===== src/rtl/uart_pkg.sv =====
// -----------------------------------------------------------------------------
// uart_pkg
// Shared definitions for the UART receive path: the receiver state encoding,
// the frame data width and the default baud divisor.
// -----------------------------------------------------------------------------
package uart_pkg;

  localparam int UART_DATA_BITS = 8;
  localparam int UART_KBAUD_DEF = 10416;

  typedef enum logic [1:0] {
    S_IDLE  = 2'd0,
    S_START = 2'd1,
    S_DATA  = 2'd2,
    S_STOP  = 2'd3
  } rx_state_t;

endpackage : uart_pkg


===== src/rtl/uart_sync.sv =====
// -----------------------------------------------------------------------------
// uart_sync
// Brings the asynchronous serial line into the clk domain and detects its
// falling edge.
//   clk     : system clock
//   rst_n   : asynchronous active-low reset (all flops reset to 1 = idle line)
//   data_i  : raw serial line, asynchronous to clk
//   line_o  : synchronised line level
//   fall_o  : high for one cycle when line_o goes from 1 to 0
// -----------------------------------------------------------------------------
module uart_sync (
  input  logic clk,
  input  logic rst_n,
  input  logic data_i,
  output logic line_o,
  output logic fall_o
);

  logic meta_q;   // first stage, may go metastable
  logic line_q;   // second stage, safe to use
  logic prev_q;   // previous value of line_q

  // Resetting to 1 makes the flops look like an idle line, so releasing reset
  // can never fake a start-bit edge.
  always_ff @(posedge clk or negedge rst_n) begin
    if (!rst_n) begin
      meta_q <= 1'b1;
      line_q <= 1'b1;
      prev_q <= 1'b1;
    end else begin
      // NOTE: non-blocking assignments keep this a true 3-stage shift chain;
      // blocking ones would collapse it into a single flop.
      meta_q <= data_i;
      line_q <= meta_q;
      prev_q <= line_q;
    end
  end

  assign line_o = line_q;
  assign fall_o = prev_q & ~line_q;

endmodule : uart_sync


===== src/rtl/uart_rx.sv =====
// -----------------------------------------------------------------------------
// uart_rx
// 8N1 UART receiver, LSB first, KBAUD clocks per bit. Recovers each byte,
// strobes it out for one cycle and flags frames whose stop bit reads 0.
//   clk           : system clock, single domain
//   rst_n         : asynchronous active-low reset
//   in_DataBit    : serial line (asynchronous, idles high)
//   out_DataByte  : last correctly received byte, held until the next good one
//   out_fValid    : one-cycle pulse when out_DataByte updates
//   out_fFrameErr : set on a 0 stop bit, cleared by the next good frame
//   out_fBusy     : high while a frame is being received
// Build option:
//   UART_RX_MAJORITY_EN : each sample point takes the 2-of-3 majority of the
//                         line at counter = 2, 1, 0 (needs KBAUD >= 8).
//                         Undefined: single sample at counter = 0.
// -----------------------------------------------------------------------------
module uart_rx
  import uart_pkg::*;
#(
  parameter int KBAUD = UART_KBAUD_DEF
) (
  input  logic       clk,
  input  logic       rst_n,
  input  logic       in_DataBit,
  output logic [7:0] out_DataByte,
  output logic       out_fValid,
  output logic       out_fFrameErr,
  output logic       out_fBusy
);

  localparam int CW = $clog2(KBAUD);
  localparam int BW = $clog2(UART_DATA_BITS);
  localparam logic [CW-1:0] HALF      = CW'(KBAUD / 2 - 1);
  localparam logic [CW-1:0] BIT_LAST  = CW'(KBAUD - 1);
  localparam logic [BW-1:0] DATA_LAST = BW'(UART_DATA_BITS - 1);

  if (KBAUD < 4) begin : g_kbaud_chk
    $error("uart_rx: KBAUD must be at least 4");
  end

  // ---------------------------------------------------------------------------
  // Input path
  // ---------------------------------------------------------------------------
  logic line;
  logic fall;
  logic samp;   // value used at a sample point

  uart_sync u_sync (
    .clk    (clk),
    .rst_n  (rst_n),
    .data_i (in_DataBit),
    .line_o (line),
    .fall_o (fall)
  );

`ifdef UART_RX_MAJORITY_EN
  if (KBAUD < 8) begin : g_major_chk
    $error("uart_rx: UART_RX_MAJORITY_EN needs KBAUD of at least 8");
  end

  // Two stored samples plus the current one form the three-sample window:
  // hist_q[1] is the line at counter = 2, hist_q[0] at counter = 1.
  logic [1:0] hist_q;

  always_ff @(posedge clk or negedge rst_n) begin
    if (!rst_n) hist_q <= 2'b11;
    else        hist_q <= {hist_q[0], line};
  end

  assign samp = (hist_q[1] & hist_q[0]) | (hist_q[1] & line) | (hist_q[0] & line);
`else
  assign samp = line;
`endif

  // ---------------------------------------------------------------------------
  // Receive FSM
  // ---------------------------------------------------------------------------
  rx_state_t                 state_q, state_d;
  logic [CW-1:0]             cnt_q, cnt_d;
  logic [BW-1:0]             bitcnt_q, bitcnt_d;
  logic [UART_DATA_BITS-1:0] shreg_q, shreg_d;
  logic [7:0]                data_q, data_d;
  logic                      valid_q, valid_d;
  logic                      ferr_q, ferr_d;

  logic sample_pt;
  assign sample_pt = (cnt_q == '0);

  always_comb begin
    // NOTE: every variable gets a default before the case; a path that forgot
    // to assign one would otherwise infer a latch.
    state_d  = state_q;
    cnt_d    = cnt_q;
    bitcnt_d = bitcnt_q;
    shreg_d  = shreg_q;
    data_d   = data_q;
    valid_d  = 1'b0;
    ferr_d   = ferr_q;

    unique case (state_q)
      S_IDLE: begin
        // Only an edge starts a frame, so a line stuck low stays ignored.
        if (fall) begin
          cnt_d   = HALF;
          state_d = S_START;
        end
      end

      S_START: begin
        if (!sample_pt) begin
          cnt_d = cnt_q - 1'b1;
        end else if (!samp) begin
          cnt_d    = BIT_LAST;
          bitcnt_d = '0;
          state_d  = S_DATA;
        end else begin
          state_d = S_IDLE;   // glitch, not a start bit
        end
      end

      S_DATA: begin
        if (!sample_pt) begin
          cnt_d = cnt_q - 1'b1;
        end else begin
          shreg_d  = {samp, shreg_q[UART_DATA_BITS-1:1]};
          cnt_d    = BIT_LAST;
          bitcnt_d = bitcnt_q + 1'b1;
          if (bitcnt_q == DATA_LAST) state_d = S_STOP;
        end
      end

      S_STOP: begin
        if (!sample_pt) begin
          cnt_d = cnt_q - 1'b1;
        end else begin
          if (samp) begin
            data_d  = shreg_q;
            valid_d = 1'b1;
            ferr_d  = 1'b0;
          end else begin
            ferr_d = 1'b1;
          end
          // Leaving at mid-stop-bit lets an immediately following start bit
          // be caught.
          state_d = S_IDLE;
        end
      end

      default: state_d = S_IDLE;
    endcase
  end

  always_ff @(posedge clk or negedge rst_n) begin
    if (!rst_n) begin
      state_q  <= S_IDLE;
      cnt_q    <= '0;
      bitcnt_q <= '0;
      // NOTE: the shift register is reset as well; it is a handful of flops,
      // not a memory array, and a known value keeps simulation X-free.
      shreg_q  <= '0;
      data_q   <= '0;
      valid_q  <= 1'b0;
      ferr_q   <= 1'b0;
    end else begin
      state_q  <= state_d;
      cnt_q    <= cnt_d;
      bitcnt_q <= bitcnt_d;
      shreg_q  <= shreg_d;
      data_q   <= data_d;
      valid_q  <= valid_d;
      ferr_q   <= ferr_d;
    end
  end

  assign out_DataByte  = data_q;
  assign out_fValid    = valid_q;
  assign out_fFrameErr = ferr_q;
  assign out_fBusy     = (state_q != S_IDLE);

endmodule : uart_rx


===== config.mk =====
export PLATFORM = sky130hd
export DESIGN_NAME = uart_rx
export DESIGN_NICKNAME = d
export VERILOG_FILES = /design/src/rtl/uart_pkg.sv /design/src/rtl/uart_sync.sv /design/src/rtl/uart_rx.sv
export SDC_FILE = /design/constraint.sdc
export NUM_CORES = 1
export LEC_CHECK = 0
export CORE_MARGIN = 4
export CORE_UTILIZATION = 35
export CTS_BUF_LIST = sky130_fd_sc_hd__clkbuf_8
export DETAILED_ROUTE_END_ITERATION = 16
export PLACE_DENSITY = 0.58
export SLEW_MARGIN = 30
export SYNTH_ARGS = -nofsm -noshare
export SYNTH_HDL_FRONTEND = slang
export SYNTH_SLANG_ARGS = --single-unit

===== constraint.sdc =====
create_clock -name clk -period 2 [get_ports clk]
set_input_delay 0.4 -clock clk [delete_from_list [all_inputs] [get_ports clk]]
set_output_delay 0.4 -clock clk [all_outputs]
set_load 0.02 [all_outputs]

; ---- Word level (Yosys, flattened, before mapping)
; Cells that the tools add are included.
[word_totals]
out_inout_bits = 11
input_bits = 3
elab_cells = 57
register_bits = 40
[op_classes]
muxes = 21
n_reduce_logical = 10
n_bitwise = 2
n_eq_ne = 12
n_addsub = 2
[op_table]
columns = cell, count
row1 = 14-bit two-way mux, 5
row2 = 14-bit case mux with 4 select lines, 1
row3 = 14-bit zero test, 1
row4 = "2-bit != test, second input constant", 7
row5 = "14-bit by 1-bit subtractor with 14-bit output, second input constant", 1
row6 = 2-bit two-way mux, 6
row7 = 3-bit two-way mux, 3
row8 = 2-bit case mux with 4 select lines, 1
row9 = 3-bit case mux with 2 select lines, 1
row10 = 3-bit AND reduction, 2
row11 = 5-bit AND reduction, 1
row12 = "2-bit equality test, second input constant", 2
row13 = 1-bit two-way mux, 4
row14 = 2-bit AND reduction, 2
row15 = 4-bit AND reduction, 1
row16 = 2-bit nonzero test, 2
row17 = "3-bit by 1-bit adder with 3-bit output, second input constant", 1
row18 = "3-bit equality test, second input constant", 1
row19 = "3-bit != test, second input constant", 1
row20 = "2-bit by 1-bit equality test with 1-bit output, second input constant", 1
row21 = 2-bit zero test, 1
row22 = 1-bit AND, 1
row23 = 1-bit inverter, 1

; ---- Longest topological paths before layout
[logic_depth]
depth_word = 4
depth_mapped = 8
ltp_nobuf = 7

; ---- Hierarchy
; From an unflattened synthesis, not the netlist that was laid out.
[unflattened]
hier_cells = 206
hier_area_um2 = 2085.8
[by_module_without_submodules]
columns = mod, cells_each, area_per_inst_um2, instances
row1 = uart_rx, 202, 1993.2, 1
row2 = uart_sync, 4, 92.6, 1

; ---- Least setup slack after synthesis
; No wires, ideal clock.
[synth_timing]
path_type = flip-flop to flip-flop
startpoint = register cnt_q[4]
endpoint = register data_q[0], in the netlist out_DataByte[0]
period_less_slack_ps = 2035
stages_incl_launch_ff = 6
required_time_ps = 1875
arrival_time_ps = 1911
slack_ps = -35
path_cell_list = dfrtp_1 > nor4_1 > and4_1 > and3_1 > buf_4 > mux2_2
[synth_between]
elab_chain_len = 2
[synth_rtl]
columns = element, line_no
row1 = start: declaration, uart_rx.sv:79  ; logic [CW-1:0] cnt_q, cnt_d;
row2 = start signal: assignment, uart_rx.sv:166  ; cnt_q <= cnt_d;
row3 = 14-bit zero test, uart_rx.sv:87  ; assign sample_pt = (cnt_q == '0);
row4 = 3-bit AND reduction (no source line), n/a
row5 = end signal: assignment, uart_rx.sv:169  ; data_q <= data_d;
row6 = end: declaration, uart_rx.sv:82  ; logic [7:0] data_q, data_d;
; No other way between the ends.
; A chain may end at the register's enable or synchronous reset.

; ---- Final worst setup path
[layout_timing]
startpoint = register cnt_q[0]
endpoint = register cnt_q[1]
[layout_between]
elab_chain_len = 3
word_cells_on_any_way = 9
[layout_rtl]
columns = element, line_no
row1 = 14-bit by 1-bit subtractor with 14-bit output or 14-bit zero test (tied branches), n/a
row2 = 14-bit two-way mux (tied with other cells), uart_rx.sv:133  ; if (!sample_pt) begin
row3 = 14-bit case mux with 4 select lines or 3-bit AND reduction (tied branches), n/a
; Several ways; a longest one is shown, not always the timed one. The select of a mux whose other input is x is not followed.

==> summary.md <==
| Metric | Value |
|---|---|
| GPL Wtd Cong | 0.837 |
| Netlist cell types | 46 |
| Total track usage | 0.128 |
| Clock Pin Slew Worst Setup and Hold Paths | roughly 0.080 ns |
| Clock Path Buffers | 2 |
| Routed via count divided by cell count | between 5 and 6 |
| Final hold viol count | 0 |
| Drt wl/cell | 14.8 um |
| Synth Instances | 201 |
| Synth warn | 0 |
| Worst-Margin Slew | 0.508 ns |
| GRT overflow | 0 |
| First-pass DRT Iterations | 5 |
| Clock sinks | 40 |
| Placed Instances | 296 |
| Area grow syn2layout | 29.3% |
| Worst path required time | 2.19 ns |
| Hold slack | 0.151 ns |
| Crit Path Max Fanout | 5 |
| Largest net degree at the start of global routing | 41 |
| Die height | 85.1 um |
| EDFF count, synth | 0 |
| Synthesized area per cell | 10.3 um2 |
| Vias in the first global route | 1566 |
| Register area share after synthesis | 0.483 |
| Leakage | 0.00125 uW |
| Routed WL | 4.57 mm |
| Layout Cells excl Fill | 309 |
| Number of diodes | 0 |
| Crit-path max cell delay | around 0.43 ns |
| Synth Net Count | 213 |
| Die area | 7230 um2 |
| Max Cap Violations | 0 |
| CORE AREA | between 5000 and 6000 um2 |
| Row Count | 27 |
| Synth top area share | 0.446 |
| # H-tree levels | 2 |
| Worst Path Arrival | 2.19 ns |
| Register Area | 1000 um2 |
| Crit path max-delay cell type | dfrtp_1 |
| Die Wd | 85.1 um |
| Fraction of layout cells with a size suffix above 1 | 0.321 |
| Fin crit period | 2.00 ns |
| CTS Buf Count | 5 |
| Drt drc | 0 |
| Synth area leader | dfrtp_1 |
| Starting density of the core | 0.368 |
| Hold crit path type | primary input to async pin |
| Slew Limit Fails | 0 |
| Fmax | 0.500 GHz |
| Crit-path cells | inv_2 -> ha_4 -> nor3b_2 -> buf_4 -> nand4_1 -> o21ai_4 -> buf_12 -> mux2_4 |
| Final setup fails | 0 |
| CTS root buf | clkbuf_8 |
| RSZ-0062 raised after global routing | yes |
| Final TNS setup | 0 ns |
| Max-slew headroom | 0.661 |
| Fill cells | 525 |
| Detailed Route Iter0 Violations | 63 |
| TritonCTS clock tree | built |
| Final period util | 1.00 |
| Flop-to-flop setup slack | about 0.00047 ns |
| Layout Nets | 248 |
| Worst Setup End Kind | flip-flop |
| Global-route wire length before repair | ~7.4 mm |
| Crit path launch type | flip-flop |
| Hold-fix buffers at CTS | 0 |
| Status | finished clean |
| Synthesis-stage register bit count | 40 |
| Pwr dens | 1260 nW/um2 |
| Area of the multi-input gates | 1070 um2 |
| WS Path Type | flip-flop to flip-flop |
| Worst IR drop on VDD | 0.564 mV |
| HPWL after detailed placement | 3.08 mm |
| PortBufs | 13 |
| # IOs | 14 |
| Synth Flop Type | dfrtp_1 |
| Post-synth ARST share | 1.00 |
| Skew-Pair Late Insertion Delay | 0.30 ns |
| Synth area leaders | dfrtp_1, mux2_2, ha_1 |
| Vias | 1616 |
| Synthesized area | 2080 um2 |
| Initial antenna violation count | 0 |
| Post-route antenna net violation count | 0 |
| Clock skew | around 0.0059 ns |
worst max-delay path, delay by kind of cell, from the launching register on:
kind / cells / cell delay (ns)
flip-flops: 1 / 0.43
AND/OR/NAND/NOR: 2 / 0.34
adder cells (fa/ha/maj): 1 / 0.13
AO/OA/AOI/OAI: 1 / 0.29
buffers and inverters: 3 / 0.42
multiplexers: 1 / 0.29
per-stage QoR:
stage	worst slack, ns	total power, uW	utilization	instance area (um2)
5_1_grt	-0.0751	3660	0.476	2690
6_report	0.000467	3390	0.476	2690
4_1_cts	0.00789	3140	0.450	2540
2_1_floorplan	0.0188	1960	-	2080
3_3_place_gp	0.0312	2440	0.428	2420
3_5_place_dp	0.0203	2460	0.428	2420
layer usage:
metal  up-vias  share of wire  track usage  wire length, um
li1        797              -            -                -
met1       773           0.47        0.161             2140
met2        40           0.47        0.210             2150
met3         6          0.048       0.0330              218
met4         0          0.013       0.0518               61
met5         -              0            0                0
path summary, 6_finish.rpt:
check,from,to,depth (start not counted)
setup / recovery,cnt_q[0],cnt_q[1],8
max in group asynchronous,rst_n,u_sync.line_o,2
min in group clk,u_sync.meta_q,u_sync.line_o,0
hold / removal,rst_n,cnt_q[6],2
hold reg to reg,u_sync.meta_q,u_sync.line_o,0
setup reg to reg,cnt_q[0],cnt_q[1],8
state kept, by name, indices dropped and copies added (netlist names), named ones only:
register	cells
u_sync.meta_q	1
u_sync.line_o	1
state_q	1
shreg_q	8
bitcnt_q	3
out_DataByte	8
out_fFrameErr	1
u_sync.prev_q	1
out_fValid	1
cnt_q	14
cell usage in the layout (no fill, tap or decap), drive strengths merged, types with 3 or more instances in the layout:
master         count
clkdlybuf4s50     11
nor4               3
a21oi             15
a31oi              3
nand2             14
inv               12
o31ai              3
mux2              16
clkbuf             7
o21ai             18
o31a               3
dfrtp             37
nand2b             3
o22a               5
ha                 9
nor3               8
buf               23
dfstp              3
nand3              3
nor2              10
or3                5
area by class of cell:
cell class,instances,area share
timing repair buffer,37,0.136
sequential,40,0.374
multi-input combinational,140,0.397
clock inverter,3,0.0177
clock buffer,5,0.0256
inverter,12,0.0168
tap,72,0.0335
Yosys cell counts, types with 2 or more instances:
master and number:
o31ai_1 3, or3_1 4, o21ai_0 17, a21o_1 2, and3_1 2, o22a_1 4
nand2b_1 3, nand2_1 13, nor3_1 8, nand3_1 3, inv_1 12, nor4_1 2
mux2_2 16, nor2_1 10, o22ai_1 2, or4_1 2, buf_4 2, dfrtp_1 37
clkbuf_1 4, o31a_1 2, a21oi_1 15, and4_1 2, dfstp_2 3, ha_1 9
a31oi_1 3
repair_timing:
| item | CTS | global route |
|---|---|---|
| buffers inserted | 0 | 3 |
| resized for setup | 2 | 22 |
| endpoints found under the setup margin | 3 | 31 |
| pin swaps | 0 | 3 |
| gates cloned | 0 | 2 |
cell families (layout without fill, tap and decap cells):
logic type               Yosys count  in the layout  share of synthesized area
AO/OA/AOI/OAI                     56             56                      0.170
XOR/XNOR                           1              1                    0.00422
adder cells (fa/ha/maj)            9              9                     0.0542
buffers and inverters             21             57                     0.0463
flip-flops                        40             40                      0.483
multiplexers                      17             17                     0.0915
AND/OR/NAND/NOR                   57             57                      0.150
power by group:
| part | internal (uW) | leakage [uW] | switching (uW) | total (uW) |
|---|---|---|---|---|
| Sequential | 931 | 0.000526 | 130 | 1060 |
| Clock | 376 | 0.0000583 | 303 | 679 |
| Combinational | 753 | 0.000665 | 896 | 1650 |
| Total | 2060 | 0.00125 | 1330 | 3390 |
Power figures use the tool's default switching activity.
